**config.mk**
```make
export PLATFORM = sky130hd
export DESIGN_NAME = vga_capture
export DESIGN_NICKNAME = d
export VERILOG_FILES = /design/src/rtl/vga_capture.sv
export SDC_FILE = /design/constraint.sdc
export NUM_CORES = 1
export LEC_CHECK = 0
export BUFFER_PORTS_ARGS = -buffer_cell sky130_fd_sc_hd__buf_2
export CAP_MARGIN = 20
export CORE_MARGIN = 1
export CORE_UTILIZATION = 37
export CTS_CLUSTER_DIAMETER = 30
export CTS_CLUSTER_SIZE = 16
export DETAILED_ROUTE_END_ITERATION = 8
export PLACE_DENSITY = 0.67
export REMOVE_ABC_BUFFERS = 1
export SLEW_MARGIN = 20
export SYNTH_ARGS = -nofsm -noshare
export SYNTH_HDL_FRONTEND = slang
export SYNTH_SLANG_ARGS = --single-unit
```
**constraint.sdc**
```tcl
create_clock -name pixel_clock -period 2.55 [get_ports pixel_clock]
set_clock_uncertainty 0.2 [all_clocks]
set_input_delay 0.3825 -clock pixel_clock [delete_from_list [all_inputs] [get_ports pixel_clock]]
set_output_delay 0.3825 -clock pixel_clock [all_outputs]
set_load 0.01 [all_outputs]
```
**src/rtl/vga_capture.sv**
```systemverilog
// vga_capture: VGA sink that recovers pixel x/y/data from h_sync/v_sync/RGB332 and checks sync timing.
// Defining VGA_CAPTURE_CRC_EN builds a CRC-8 signature of each locked frame on frame_crc.
module vga_capture #(
  parameter int THADDR = 640,
  parameter int THFP   = 16,
  parameter int THS    = 96,
  parameter int THBP   = 48,
  parameter int THBD   = 0,
  parameter int TVADDR = 480,
  parameter int TVFP   = 10,
  parameter int TVS    = 2,
  parameter int TVBP   = 33,
  parameter int TVBD   = 0,
  parameter bit H_POL  = 1'b0,
  parameter bit V_POL  = 1'b0,
  parameter int C_SIZE = 10
) (
  input  logic              pixel_clock,
  input  logic              reset,
  input  logic              h_sync,
  input  logic              v_sync,
  input  logic [2:0]        red,
  input  logic [2:0]        green,
  input  logic [1:0]        blue,
  // pix_valid qualifies pix_x/pix_y/pix_data for exactly one cycle; there is no ready, the sink never stalls.
  output logic              pix_valid,
  output logic [C_SIZE-1:0] pix_x,
  output logic [C_SIZE-1:0] pix_y,
  output logic [7:0]        pix_data,
  output logic              frame_start,
  output logic              locked,
  output logic              timing_err,
  output logic [7:0]        frame_crc,
  output logic [2:0]        h_state_dbg,
  output logic [2:0]        v_state_dbg
);

  typedef enum logic [2:0] {H_IDLE, H_SYNC, H_BP, H_LBD, H_ACT, H_RBD, H_FP} h_state_t;
  typedef enum logic [2:0] {V_IDLE, V_SYNC, V_BP, V_TBD, V_ACT, V_BBD, V_FP} v_state_t;

  logic              hs_s1, hs_s2, vs_s1, vs_s2;
  logic [7:0]        d_s1;
  logic              h_act1, h_act2, v_act1, v_act2, h_edge, v_edge;
  h_state_t          h_state, h_state_n;
  v_state_t          v_state, v_state_n;
  logic [C_SIZE-1:0] h_cnt, h_cnt_n, v_cnt, v_cnt_n;
  logic              h_err, v_err, seen_clean, seen_clean_n;
  logic              pix_valid_n, locked_n, timing_err_n;
  logic [C_SIZE-1:0] pix_x_n, pix_y_n;
  logic [7:0]        pix_data_n;

  // Last counter value of each state; counters restart at 0 on every state entry.
  function automatic logic [C_SIZE-1:0] h_last(input h_state_t s);
    case (s)
      H_SYNC:       h_last = C_SIZE'(THS - 1);
      H_BP:         h_last = C_SIZE'(THBP - 1);
      H_LBD, H_RBD: h_last = C_SIZE'(THBD - 1);
      H_ACT:        h_last = C_SIZE'(THADDR - 1);
      default:      h_last = C_SIZE'(THFP - 1);
    endcase
  endfunction

  function automatic logic [C_SIZE-1:0] v_last(input v_state_t s);
    case (s)
      V_SYNC:       v_last = C_SIZE'(TVS - 1);
      V_BP:         v_last = C_SIZE'(TVBP - 1);
      V_TBD, V_BBD: v_last = C_SIZE'(TVBD - 1);
      V_ACT:        v_last = C_SIZE'(TVADDR - 1);
      default:      v_last = C_SIZE'(TVFP - 1);
    endcase
  endfunction

  // Successor states, skipping zero-length porch/border segments.
  function automatic h_state_t h_follow(input h_state_t s);
    case (s)
      H_SYNC:  h_follow = (THBP != 0) ? H_BP : ((THBD != 0) ? H_LBD : H_ACT);
      H_BP:    h_follow = (THBD != 0) ? H_LBD : H_ACT;
      H_LBD:   h_follow = H_ACT;
      H_ACT:   h_follow = (THBD != 0) ? H_RBD : H_FP;
      default: h_follow = H_FP;
    endcase
  endfunction

  function automatic v_state_t v_follow(input v_state_t s);
    case (s)
      V_SYNC:  v_follow = (TVBP != 0) ? V_BP : ((TVBD != 0) ? V_TBD : V_ACT);
      V_BP:    v_follow = (TVBD != 0) ? V_TBD : V_ACT;
      V_TBD:   v_follow = V_ACT;
      V_ACT:   v_follow = (TVBD != 0) ? V_BBD : V_FP;
      default: v_follow = V_FP;
    endcase
  endfunction

  always_ff @(posedge pixel_clock or negedge reset) begin
    if (!reset) begin
      hs_s1 <= 1'b0;
      hs_s2 <= 1'b0;
      vs_s1 <= 1'b0;
      vs_s2 <= 1'b0;
      d_s1  <= 8'h00;
    end else begin
      hs_s1 <= h_sync;
      hs_s2 <= hs_s1;
      vs_s1 <= v_sync;
      vs_s2 <= vs_s1;
      d_s1  <= {red, green, blue};
    end
  end

  assign h_act1 = (hs_s1 == H_POL);
  assign h_act2 = (hs_s2 == H_POL);
  assign v_act1 = (vs_s1 == V_POL);
  assign v_act2 = (vs_s2 == V_POL);
  assign h_edge = h_act1 & ~h_act2;
  assign v_edge = v_act1 & ~v_act2;

  // Registered state describes the stage-1 sample of the previous cycle, aligned with the output stage.
  always_ff @(posedge pixel_clock or negedge reset) begin
    if (!reset) begin
      h_state     <= H_IDLE;
      v_state     <= V_IDLE;
      h_cnt       <= '0;
      v_cnt       <= '0;
      seen_clean  <= 1'b0;
      locked      <= 1'b0;
      timing_err  <= 1'b0;
      frame_start <= 1'b0;
      pix_valid   <= 1'b0;
      pix_x       <= '0;
      pix_y       <= '0;
      pix_data    <= 8'h00;
    end else begin
      h_state     <= h_state_n;
      v_state     <= v_state_n;
      h_cnt       <= h_cnt_n;
      v_cnt       <= v_cnt_n;
      seen_clean  <= seen_clean_n;
      locked      <= locked_n;
      timing_err  <= timing_err_n;
      frame_start <= v_edge;
      pix_valid   <= pix_valid_n;
      pix_x       <= pix_x_n;
      pix_y       <= pix_y_n;
      pix_data    <= pix_data_n;
    end
  end

  always_comb begin
    h_state_n = h_state;
    h_cnt_n   = h_cnt + 1'b1;
    h_err     = 1'b0;
    if (h_edge) begin
      h_state_n = H_SYNC;
      h_cnt_n   = '0;
      h_err     = (h_state != H_IDLE) && !(h_state == H_FP && h_cnt == h_last(H_FP));
    end else begin
      case (h_state)
        H_IDLE: h_cnt_n = '0;
        H_SYNC: begin
          if (h_cnt == h_last(H_SYNC)) begin
            h_cnt_n = '0;
            if (h_act1) h_err = 1'b1;
            else        h_state_n = h_follow(H_SYNC);
          end else if (!h_act1) begin
            h_err     = 1'b1;
            h_state_n = H_IDLE;
            h_cnt_n   = '0;
          end
        end
        H_FP: begin
          // No sync edge after the last front-porch clock: the line is missing its sync.
          if (h_cnt == h_last(H_FP)) begin
            h_err     = 1'b1;
            h_state_n = H_IDLE;
            h_cnt_n   = '0;
          end
        end
        default: begin
          if (h_cnt == h_last(h_state)) begin
            h_state_n = h_follow(h_state);
            h_cnt_n   = '0;
          end
        end
      endcase
    end
  end

  always_comb begin
    v_state_n = v_state;
    v_cnt_n   = v_cnt;
    v_err     = 1'b0;
    if (v_edge) begin
      v_state_n = V_SYNC;
      v_cnt_n   = '0;
      v_err     = (v_state != V_IDLE) && !(h_edge && v_state == V_FP && v_cnt == v_last(V_FP));
    end else if (h_edge) begin
      v_cnt_n = v_cnt + 1'b1;
      case (v_state)
        V_IDLE: v_cnt_n = '0;
        V_SYNC: begin
          if (v_cnt == v_last(V_SYNC)) begin
            v_cnt_n = '0;
            if (v_act1) v_err = 1'b1;
            else        v_state_n = v_follow(V_SYNC);
          end else if (!v_act1) begin
            v_err     = 1'b1;
            v_state_n = V_IDLE;
            v_cnt_n   = '0;
          end
        end
        V_FP: begin
          if (v_cnt == v_last(V_FP)) begin
            v_err     = 1'b1;
            v_state_n = V_IDLE;
            v_cnt_n   = '0;
          end
        end
        default: begin
          if (v_cnt == v_last(v_state)) begin
            v_state_n = v_follow(v_state);
            v_cnt_n   = '0;
          end
        end
      endcase
    end
  end

  // Lock needs two consecutive clean frame edges; any error drops it in the same cycle as the pulse.
  always_comb begin
    timing_err_n = h_err | v_err;
    seen_clean_n = seen_clean;
    locked_n     = locked;
    if (timing_err_n) begin
      seen_clean_n = 1'b0;
      locked_n     = 1'b0;
    end else if (v_edge) begin
      seen_clean_n = 1'b1;
      locked_n     = seen_clean;
    end
    pix_valid_n = locked_n && (h_state_n == H_ACT) && (v_state_n == V_ACT);
    pix_x_n     = pix_valid_n ? h_cnt_n : '0;
    pix_y_n     = pix_valid_n ? v_cnt_n : '0;
    pix_data_n  = pix_valid_n ? d_s1 : 8'h00;
  end

  assign h_state_dbg = h_state;
  assign v_state_dbg = v_state;

`ifdef VGA_CAPTURE_CRC_EN
  logic [7:0] crc_acc;

  function automatic logic [7:0] crc8_byte(input logic [7:0] c, input logic [7:0] d);
    logic [7:0] r;
    r = c ^ d;
    for (int i = 0; i < 8; i++) r = r[7] ? ((r << 1) ^ 8'h07) : (r << 1);
    return r;
  endfunction

  always_ff @(posedge pixel_clock or negedge reset) begin
    if (!reset) begin
      crc_acc   <= 8'h00;
      frame_crc <= 8'h00;
    end else if (frame_start) begin
      frame_crc <= crc_acc;
      crc_acc   <= 8'h00;
    end else if (pix_valid) begin
      crc_acc <= crc8_byte(crc_acc, pix_data);
    end
  end
`else
  assign frame_crc = 8'h00;
`endif

endmodule
```
==> metrics.txt, run 1 <==
Hold Slack=~270 ps; violated checks=setup timing; dpl hpwl=between 5000 and 6000 um; post-detailed-route wirelength per cell=14.83 um; number of setup violations in the final report=29; Fmax=371.8 MHz; detailed route wirelength on metal3=411 um; H-tree level count=3; top cell types by occurrence after synthesis=sky130_fd_sc_hd__dfrtp_1 (71), sky130_fd_sc_hd__nor2_1 (51), sky130_fd_sc_hd__nor3_1 (24); final number of max-transition violations=0; clock insertion delay at the later pin of the skew report=350 ps; largest net degree at the start of global routing=44; Leak=2.249 nW; library cell occupying the most area in the post-synthesis netlist=sky130_fd_sc_hd__dfrtp_1; type of origin of the critical path=flip-flop; Area Growth Syn to Fin=43.34%; arrival time of the worst setup path=2760 ps; number of sinks driven by the clock tree=71; routability-driven placement congestion ratio=0.9295; cells along the critical path=xor2_2 -> a31oi_1 -> xnor2_1 -> or4_4 -> a31oi_4 -> nand4b_1 -> buf_6 -> buf_8 -> nor3_4; TritonCTS clock tree=built; fraction of final layout cells sized beyond drive strength 1=37.69%; fill cell count=715; mean instance size in the synthesized netlist=9.708 um2; worst min-delay path startpoint=d_s1[1]; Die Wd=95.89 um; hold path depth=2; register-to-register setup slack=-140 ps; end of the worst register-to-register path=pix_y[1]; standard-cell row count=33; Antenna Cells=0; top-level port count=58; library cell with the highest instance count after synthesis=sky130_fd_sc_hd__dfrtp_1; Setup WS pre-CTS=-320.5 ps; gr usage total=19.00%; placed cell areas=3901 um2; unrepaired setup endpoints after global routing=yes; Reg clk slew, reported paths=~80 ps; area of the multi-input gates=around 1600 um2; number of distinct library cells after synthesis=slightly above 50; global-route congestion overflow total=0; period utilisation layout=105.5%; routed length on met2=4107 um; transition time of the tightest slew-check pin=531.5 ps; cell area after layout=4676 um2; Die Area=9195 um2; reg2reg start=v_state_dbg[2]; number of antenna violations at the first check in global routing=0; DRT iter0 DRCs=117; number of hold violations in the final report=0; top area cells in the synthesized netlist=sky130_fd_sc_hd__dfrtp_1 (54%), sky130_fd_sc_hd__nor2_1 (5.9%), sky130_fd_sc_hd__nor3_1 (3.7%); endpoint class of the critical path=flip-flop; total area of sequential cells=1779 um2; root buffer cell=sky130_fd_sc_hd__clkbuf_8; Power per Cell Area=slightly above 500 nW/um2; HP Class=flip-flop to flip-flop; Pre-Repair DR Iteration Count=4; critical path's largest stage delay=550 ps; buffers added on ports=49; required time at the worst-slack endpoint=about 2600 ps; routed length on met1=3444 um; post-synthesis sequential element count=71; Final nets=461; Setup CP Type=flip-flop to flip-flop; proportion of register bits with asynchronous set or reset after synthesis=100.0%; via count=approximately 2900; synthesis warning total=0; global-route wire length before repair=13120 um; reported max-cap violation count=0; sequential fraction of the synthesis area=54.47%; CTS Buf Count=9; Synth Flop Type=sky130_fd_sc_hd__dfrtp_1; post-route antenna net violation count=0; setup slack after layout=-139.8 ps; maximum buffer depth of the clock tree=2; area share of the largest cell type after synthesis=54.47%; final critical delay including setup and external delays=between 2000 and 3000 ps; post-detailed-route DRC marker count=0; Cell Area, Synth=3262 um2; highest routed metal layer=met4; initial core utilization=38.92%; Mapped Cells=336; result of the run=complete, but fails checks; Hold Path End=pix_data[1]; area of the core=8382 um2; Max Fanout on Critical Path=6; maximum vdd drop=between 0.0003 and 0.0004 V; depth of the most critical reg-to-reg path=9; number of global-route vias before repair=2812; sum of routed wire length over all layers=~8000 um; Total Power Consumption=roughly 0.0024 W; post-layout util=approximately 56%; average vias per placed instance=5.164; count of flip-flops with a built-in enable after synthesis=0; y dimension of the die=95.89 um; master of the slowest instance on the critical path=sky130_fd_sc_hd__or4_4; max-slew headroom at the worst pin=between 60 and 70%
-- cell usage in the layout (no fill, tap or decap), drive strengths merged, types with 4 or more instances in the layout --
master         n
buf          107
dfrtp         71
nor2          51
nor3          25
inv           20
nand2         16
nand3         13
clkbuf        13
o21ai         12
xnor2         11
dlygate4sd3   11
a21oi         11
nand4          8
conb           8
xor2           8
nand2b         6
nor4           5
and3           4
a211oi         4
or4            4
-- cells by family after synthesis --
group	count (synthesis)	synth area share, %
buffers and inverters	48	6.943
AOI/OAI and AO/OA	47	9.475
DFF	71	54.47
other	1	0.1150
xor gates and xnor gates	19	5.102
adders and majority gates	3	1.151
and+or+nand+nor	144	21.83
muxes	3	0.9206
-- metrics by stage --
stage,setup TNS (ps),cells
global route,-5000,556
CTS,-1097,548
floorplan,-18790,315
global placement,-3371,519
detailed placement,-7737,519
finish,-2897,556
-- area by class of cell --
type	count	area share, %
clock inverter	5	1.739
timing repair buffer	120	19.32
inverter	20	1.606
tap	105	2.810
sequential	71	38.05
clock buffer	11	3.024
multi-input combinational	224	33.45
-- worst max-delay path, delay by kind of cell (launching register included) --
family | cells | cell delay, ps
AO/OA/AOI/OAI | 2 | 450
flip-flops | 1 | 450
buffers and inverters | 2 | 310
AND/OR/NAND/NOR | 3 | 830
XOR/XNOR | 2 | 360
-- flip-flops by register name, indices dropped and copies added (netlist names), 3 cells and up --
| register | count |
|---|---|
| h_state_dbg | 3 |
| pix_y | 10 |
| h_cnt | 10 |
| d_s1 | 8 |
| pix_x | 10 |
| pix_data | 8 |
| v_cnt | 10 |
| v_state_dbg | 3 |
-- worst max-delay path by stage --
stage | start | to | slack, ps
floorplan | v_state_dbg[2] | pix_y[0] | -700
global placement | v_state_dbg[2] | pix_y[4] | -190
detailed placement | v_state_dbg[2] | pix_y[5] | -320
CTS | v_cnt[1] | pix_x[5] | -60
global route | v_state_dbg[2] | pix_y[5] | -190
finish | v_state_dbg[2] | pix_y[1] | -140
-- metal layers --
metal	vias up	track usage, %
met5	-	0
met3	26	6.161
met1	1395	22.29
li1	1354	-
met4	0	8.706
met2	96	31.61
-- report_power, final --
group          total [W]  switching, W  internal [W]
combinational   0.000247      0.000140      0.000108
clock            0.00101      0.000430      0.000578
sequential       0.00117     0.0000185       0.00115
-- repair_timing --
item	in CTS	in global routing
hold buffers	11	0
gates resized for setup	22	51
pin swaps	7	19
endpoints found under the setup margin	31	39
endpoints found under the hold margin	81	0
cloned	0	3
buffers inserted	2	5
No activity file was read; power rests on OpenSTA's default activity.
==> run 2, diff against run 1 <==
--- a/config.mk
+++ b/config.mk
@@ -14,6 +14,7 @@
 export DETAILED_ROUTE_END_ITERATION = 8
 export PLACE_DENSITY = 0.67
 export REMOVE_ABC_BUFFERS = 1
+export SKIP_LAST_GASP = 1
 export SLEW_MARGIN = 20
 export SYNTH_ARGS = -nofsm -noshare
 export SYNTH_HDL_FRONTEND = slang
==> run 2 against run 1 <==
  * Largest cell class unchanged
  * Via count did not move
  * Clock-buffer cell count did not move
  * Fmax fell by 0.28%
  * The run still ends with setup timing left
  * Non-clock buffer count did not move
  * Die area did not move
  * Utilization fell by 0.075 points
  * Wire length fell by 0.16%
==> metrics.txt, run 2 (same netlist as run 1, synthesis figures left out) <==
max-slew headroom at the worst pin=64.51%; reported max-cap violation count=0; Die Wd=95.89 um; Final nets=461; transition time of the tightest slew-check pin=about 530 ps; Setup WS pre-CTS=-320.5 ps; internal power=0.001833 W; average vias per placed instance=around 5.2; sum of routed wire length over all layers=~8200 um; Clk network pwr share=41.6%; clock insertion delay at the later pin of the skew report=350 ps; global-route congestion overflow total=0; post-route antenna net violation count=0; setup slack after layout=-147.2 ps; top-level port count=58; cells along the critical path=xor2_2 -> a31oi_1 -> xnor2_1 -> or4_4 -> a31oi_4 -> nand4b_1 -> buf_6 -> buf_8 -> nor3_4; arrival time of the worst setup path=~2800 ps; number of global-route vias before repair=2798; fill cell count=a little over 700; number of hold violations in the final report=0; kind of cell adding the most delay to the critical path=simple AND/OR/NAND/NOR gates; Leak=2.249 nW; endpoint class of the critical path=flip-flop; HP Class=flip-flop to flip-flop; switching power total=0.0005868 W; Fmax=370.8 MHz; Crit path buffers/inverters=2; CTS Buf Count=9; Combinational Power Share=roughly a tenth; switching fraction of total power=~24%; initial core utilization=38.92%; Max Fanout on Critical Path=6; number of antenna violations at the first check in global routing=0; dpl hpwl=5421 um; violated checks=setup timing; DRT iter0 DRCs=106; buffers added on ports=49; master of the slowest instance on the critical path=sky130_fd_sc_hd__or4_4; Antenna Cells=0; fraction of final layout cells sized beyond drive strength 1=37.47%; most common cell after layout, fill and taps aside=sky130_fd_sc_hd__dfrtp_1; final critical delay including setup and external delays=2697 ps; commonest cells after routing, fill and taps aside=sky130_fd_sc_hd__dfrtp_1 (69), sky130_fd_sc_hd__nor2_1 (49), sky130_fd_sc_hd__buf_2 (49); Setup CP Type=flip-flop to flip-flop; type of origin of the critical path=flip-flop; post-detailed-route DRC marker count=0; register-to-register setup slack=-150 ps; post-detailed-route wirelength per cell=approximately 15 um; area of the core=8382 um2; Power per Cell Area=518.3 nW/um2; total area of sequential cells=1779 um2; root buffer cell=sky130_fd_sc_hd__clkbuf_8; largest net degree at the start of global routing=44; maximum vdd drop=0.0003660 V; maximum buffer depth of the clock tree=2; H-tree level count=3; standard-cell row count=33; Area Growth Syn to Fin=43.15%; required time at the worst-slack endpoint=2620 ps; Die Area=around 9000 um2; Pre-Repair DR Iteration Count=4; sequential fraction of design power=48.2%; period utilisation layout=105.8%; post-layout util=55.71%; Reg clk slew, reported paths=80 ps; unrepaired setup endpoints after global routing=yes; via count=approximately 2900; y dimension of the die=95.89 um; number of sinks driven by the clock tree=71; critical path's largest stage delay=about 550 ps; number of setup violations in the final report=29; area of the multi-input gates=approximately 1600 um2; routability-driven placement congestion ratio=just over 0.9; gr usage total=18.90%; TritonCTS clock tree=built; final number of max-transition violations=0; result of the run=complete, but fails checks; global-route wire length before repair=between 10000 and 15000 um
## run 2: power by group through the flow
stage	sequential [W]	clock, W	combinational, W
floorplan	0.00119	0	0.0000786
global placement	0.00118	0	0.000192
detailed placement	0.00118	0	0.000194
CTS	0.00116	0.00103	0.000217
global route	0.00117	0.00108	0.000273
finish	0.00117	0.00101	0.000248
## run 2: metrics by stage
step | power [W] | area (um2) | TNS, ps | std cells | hold WS, ps
2_1_floorplan | 0.001272 | 3137 | -18790 | 315 | -113.1
3_3_place_gp | 0.001376 | 3901 | -3371 | 519 | 212.6
3_5_place_dp | 0.001378 | 3901 | -7737 | 519 | 220.1
6_report | 0.002420 | 4669 | -2850 | 556 | 274.5
5_1_grt | 0.002518 | 4669 | -4922 | 556 | 286.7
4_1_cts | 0.002412 | 4348 | -1103 | 548 | 277.1
## run 2: path summary, 6_finish.rpt
check / startpoint / end / cells after the start
min in group asynchronous: reset / h_cnt[3] / 3
worst max register to register: v_state_dbg[2] / pix_y[1] / 9
worst min-delay path: d_s1[1] / pix_data[1] / 2
worst min register to register: d_s1[1] / pix_data[1] / 2
worst max-delay path: v_state_dbg[2] / pix_y[1] / 9
max in group asynchronous: reset / v_state_dbg[1] / 3
## run 2: worst register-to-register path: cells and delay by family (launching register included)
family          cells  cell delay (ps)
simple gates        3              840
compound gates      2              460
flops               1              450
xor+xnor            2              360
buf+inv             2              310
## run 2: what timing repair did
action / CTS / global route
pin swaps: 7 / 19
hold buffers: 11 / 0
resized for setup: 21 / 51
hold endpoints to repair: 81 / 0
endpoints found under the setup margin: 31 / 39
gates cloned: 0 / 3
setup buffers: 2 / 5
## run 2: layout make-up
| class | instances | share of cell area [%] |
|---|---|---|
| sequential | 71 | 38.10 |
| clock inverter | 5 | 1.742 |
| tap | 105 | 2.814 |
| timing repair buffer | 120 | 19.35 |
| multi-input combinational | 224 | 33.36 |
| inverter | 20 | 1.608 |
| clock buffer | 11 | 3.028 |
## run 2: per-layer routing
metal | GRT usage (%) | wire length (um) | vias to the layer above
met2 | 31.49 | 4114 | 109
li1 | - | - | 1351
met1 | 22.19 | 3461 | 1387
met4 | 8.458 | 230 | 0
met5 | 0 | 0 | -
met3 | 6.161 | 426 | 24
==> run 3, diff against run 2 <==
--- a/config.mk
+++ b/config.mk
@@ -5,14 +5,16 @@
 export SDC_FILE = /design/constraint.sdc
 export NUM_CORES = 1
 export LEC_CHECK = 0
-export BUFFER_PORTS_ARGS = -buffer_cell sky130_fd_sc_hd__buf_2
+export ABC_AREA = 1
 export CAP_MARGIN = 20
 export CORE_MARGIN = 1
 export CORE_UTILIZATION = 37
 export CTS_CLUSTER_DIAMETER = 30
 export CTS_CLUSTER_SIZE = 16
 export DETAILED_ROUTE_END_ITERATION = 8
-export PLACE_DENSITY = 0.67
+export DONT_BUFFER_PORTS = 1
+export GPL_TIMING_DRIVEN = 0
+export PLACE_DENSITY = 0.61
 export REMOVE_ABC_BUFFERS = 1
 export SKIP_LAST_GASP = 1
 export SLEW_MARGIN = 20
==> run 3 against run 2 <==
  * The run now ends clean
  * Clock power fell by 20%
  * Non-clock buffer count fell by 97
  * Clock-buffer cell count fell by 1
  * Worst setup slack improved by 250 ps
  * Worst hold slack got worse by 38 ps
  * Synthesized area rose by 7.3%
  * Total power fell by 3.4%
  * Utilization fell by 9.0 points
  * Final area fell by 8.1%
  * Cell count rose by 4.5%
  * Critical path type unchanged
==> metrics.txt, run 3 <==
y dimension of the die=99.26 um; setup slack after layout=about 100 ps; post-synthesis sequential element count=slightly above 70; reported max-cap violation count=0; standard-cell row count=35; number of antenna violations at the first check in global routing=0; arrival time of the worst setup path=2550 ps; via count=2838; required time at the worst-slack endpoint=2650 ps; global-route congestion overflow total=0; buffers added on ports=0; type of origin of the critical path=flip-flop; sum of routed wire length over all layers=between 7000 and 8000 um; most common cell after layout, fill and taps aside=sky130_fd_sc_hd__nand2_1; number of global-route vias before repair=2597; Area Growth Syn to Fin=22.63%; HP Class=flip-flop to flip-flop; Mapped Cells=438; Cell Area, Synth=3500 um2; Synth Flop Type=sky130_fd_sc_hd__dfrtp_1; Setup WS pre-CTS=-970.4 ps; post-route antenna net violation count=0; dpl hpwl=4893 um; top-level port count=58; CTS Buf Count=9; number of setup violations in the final report=0; library cell with the highest instance count after synthesis=sky130_fd_sc_hd__nand2_1; largest net degree at the start of global routing=72; maximum vdd drop=about 0.00034 V; result of the run=completed; TritonCTS clock tree=built; Leak=about 2.1 nW; clock insertion delay at the later pin of the skew report=370 ps; Die Area=9852 um2; master of the slowest instance on the critical path=sky130_fd_sc_hd__dfrtp_1; post-detailed-route DRC marker count=0; final critical delay including setup and external delays=approximately 2400 ps; post-layout util=46.67%; Fmax=~410 MHz; unrepaired setup endpoints after global routing=yes; count of flip-flops with a built-in enable after synthesis=0; number of distinct library cells after synthesis=32; final number of max-transition violations=0; Reg clk slew, reported paths=80 ps; Antenna Cells=0; library cell occupying the most area in the post-synthesis netlist=sky130_fd_sc_hd__dfrtp_1; global-route wire length before repair=12320 um; synthesis warning total=0; number of sinks driven by the clock tree=71; number of hold violations in the final report=0; gr usage total=16.35%; root buffer cell=sky130_fd_sc_hd__clkbuf_8; endpoint class of the critical path=flip-flop; DRT iter0 DRCs=about 170; initial core utilization=around two fifths; top cell types by occurrence after synthesis=sky130_fd_sc_hd__nand2_1 (106), sky130_fd_sc_hd__inv_1 (72), sky130_fd_sc_hd__dfrtp_1 (71); area of the core=9196 um2; H-tree level count=3; sequential fraction of the synthesis area=50.77%; Hold Slack=236.9 ps; Setup CP Type=flip-flop to flip-flop; top area cells in the synthesized netlist=sky130_fd_sc_hd__dfrtp_1 (51%), sky130_fd_sc_hd__nand2_1 (11%), sky130_fd_sc_hd__inv_1 (7.7%); Power per Cell Area=544.7 nW/um2; routability-driven placement congestion ratio=a little under 0.9; maximum buffer depth of the clock tree=2; cells along the critical path=ha_4 -> nand2_2 -> inv_2 -> nand3_1 -> nand2_1 -> nand2_1 -> inv_2 -> buf_4 -> nand3_1 -> nand2_1 -> nand2_1 -> a21oi_1 -> nor2_2 -> nand3_4 -> clkbuf_16 -> nor2_2; post-detailed-route wirelength per cell=13.75 um; average vias per placed instance=4.885; Die Wd=99.26 um; area share of the largest cell type after synthesis=between 50% and 60%; commonest cells after routing, fill and taps aside=sky130_fd_sc_hd__nand2_1 (99), sky130_fd_sc_hd__inv_1 (67), sky130_fd_sc_hd__dfrtp_1 (59); period utilisation layout=95.96%; mean instance size in the synthesized netlist=roughly 8.0 um2; Worst path most repeated cell=sky130_fd_sc_hd__nand2_1; Pre-Repair DR Iteration Count=7; proportion of register bits with asynchronous set or reset after synthesis=100.0%; fraction of final layout cells sized beyond drive strength 1=23.62%; Max Fanout on Critical Path=6; critical path's largest stage delay=between 400 and 500 ps; Final nets=480
## run 3: cell count changes in the layout (fill, tap and decap cells not counted), moves of 18 or more
cell and delta:
sky130_fd_sc_hd__nand3_1 +23, sky130_fd_sc_hd__buf_2 -49, sky130_fd_sc_hd__inv_1 +49, sky130_fd_sc_hd__nor2_2 +18, sky130_fd_sc_hd__nand2_1 +84, sky130_fd_sc_hd__nor2_1 -20
sky130_fd_sc_hd__buf_4 -43, sky130_fd_sc_hd__nor2_4 +19
## run 3: final timing paths
check | from | endpoint | slack [ps] | cells past startpoint
min in group asynchronous | reset | v_cnt[8] | 400 | 2
worst max-delay path | h_cnt[0] | pix_x[9] | 100 | 16
worst min-delay path | hs_s1 | hs_s2 | 240 | 0
worst max register to register | h_cnt[0] | pix_x[9] | 100 | 16
max in group asynchronous | reset | h_state_dbg[2] | 1440 | 2
worst min register to register | hs_s1 | hs_s2 | 240 | 0
## run 3: repair_timing
item                                    CTS  global route
endpoints found under the setup margin   32            33
hold buffers                             12             0
gates resized for setup                   8            75
pin swaps                                 1            14
buffers inserted                          1             5
cloned                                    0             4
endpoints found under the hold margin    81             0
## run 3: power breakdown
part / internal [W] / total (W) / switching, W
logic: 0.0000986 / 0.000295 / 0.000197
registers: 0.00117 / 0.00123 / 0.0000658
clock network: 0.000357 / 0.000810 / 0.000453
total: 0.00162 / 0.00234 / 0.000715
## run 3: metrics by stage
step	setup TNS (ps)	total power (W)	std cells	instance area [um2]
final	0	0.002338	581	4292
after global routing	-1475	0.002455	581	4292
after CTS	0	0.002332	572	3933
after detailed placement	-23990	0.001464	543	3590
after global placement	-49630	0.001458	542	3557
after floorplan	-15150	0.001409	431	3418
## run 3: logic make-up (layout without fill, tap and decap cells)
group / after synthesis / in the layout / share of synthesized area [%]
fa+ha+maj: 3 / 3 / 1.073
buf+inv: 92 / 117 / 11.44
xor+xnor: 5 / 5 / 1.252
simple gates: 237 / 237 / 30.85
compound gates: 29 / 29 / 4.505
flops: 71 / 71 / 50.77
other cells: 1 / 8 / 0.1072
## run 3: area by class of cell
type	instances	area [um2]
Tap cell	111	138.9
Inverter	78	299.0
Clock buffer	10	127.6
Fill cell	906	4905
Clock inverter	6	45.04
Multi-Input combinational cell	282	1580
Timing Repair Buffer	23	309.0
Sequential cell	71	1792
## run 3: critical path: cells and delay by family, from the launching register on
| kind | cells | cell delay (ps) |
|---|---|---|
| compound gates | 1 | 80 |
| flops | 1 | 430 |
| simple gates | 10 | 980 |
| fa+ha+maj | 1 | 200 |
| buf+inv | 4 | 480 |
## run 3: per-layer routing
layer / share of wire [%] / wire, um / global-route usage, % / up-vias
li1: - / - / - / 1391
met1: 45 / 3613 / 20.07 / 1350
met2: 47 / 3722 / 25.75 / 85
met3: 6.5 / 521 / 5.903 / 12
met4: 1.7 / 133 / 7.579 / 0
met5: 0 / 0 / 0 / -
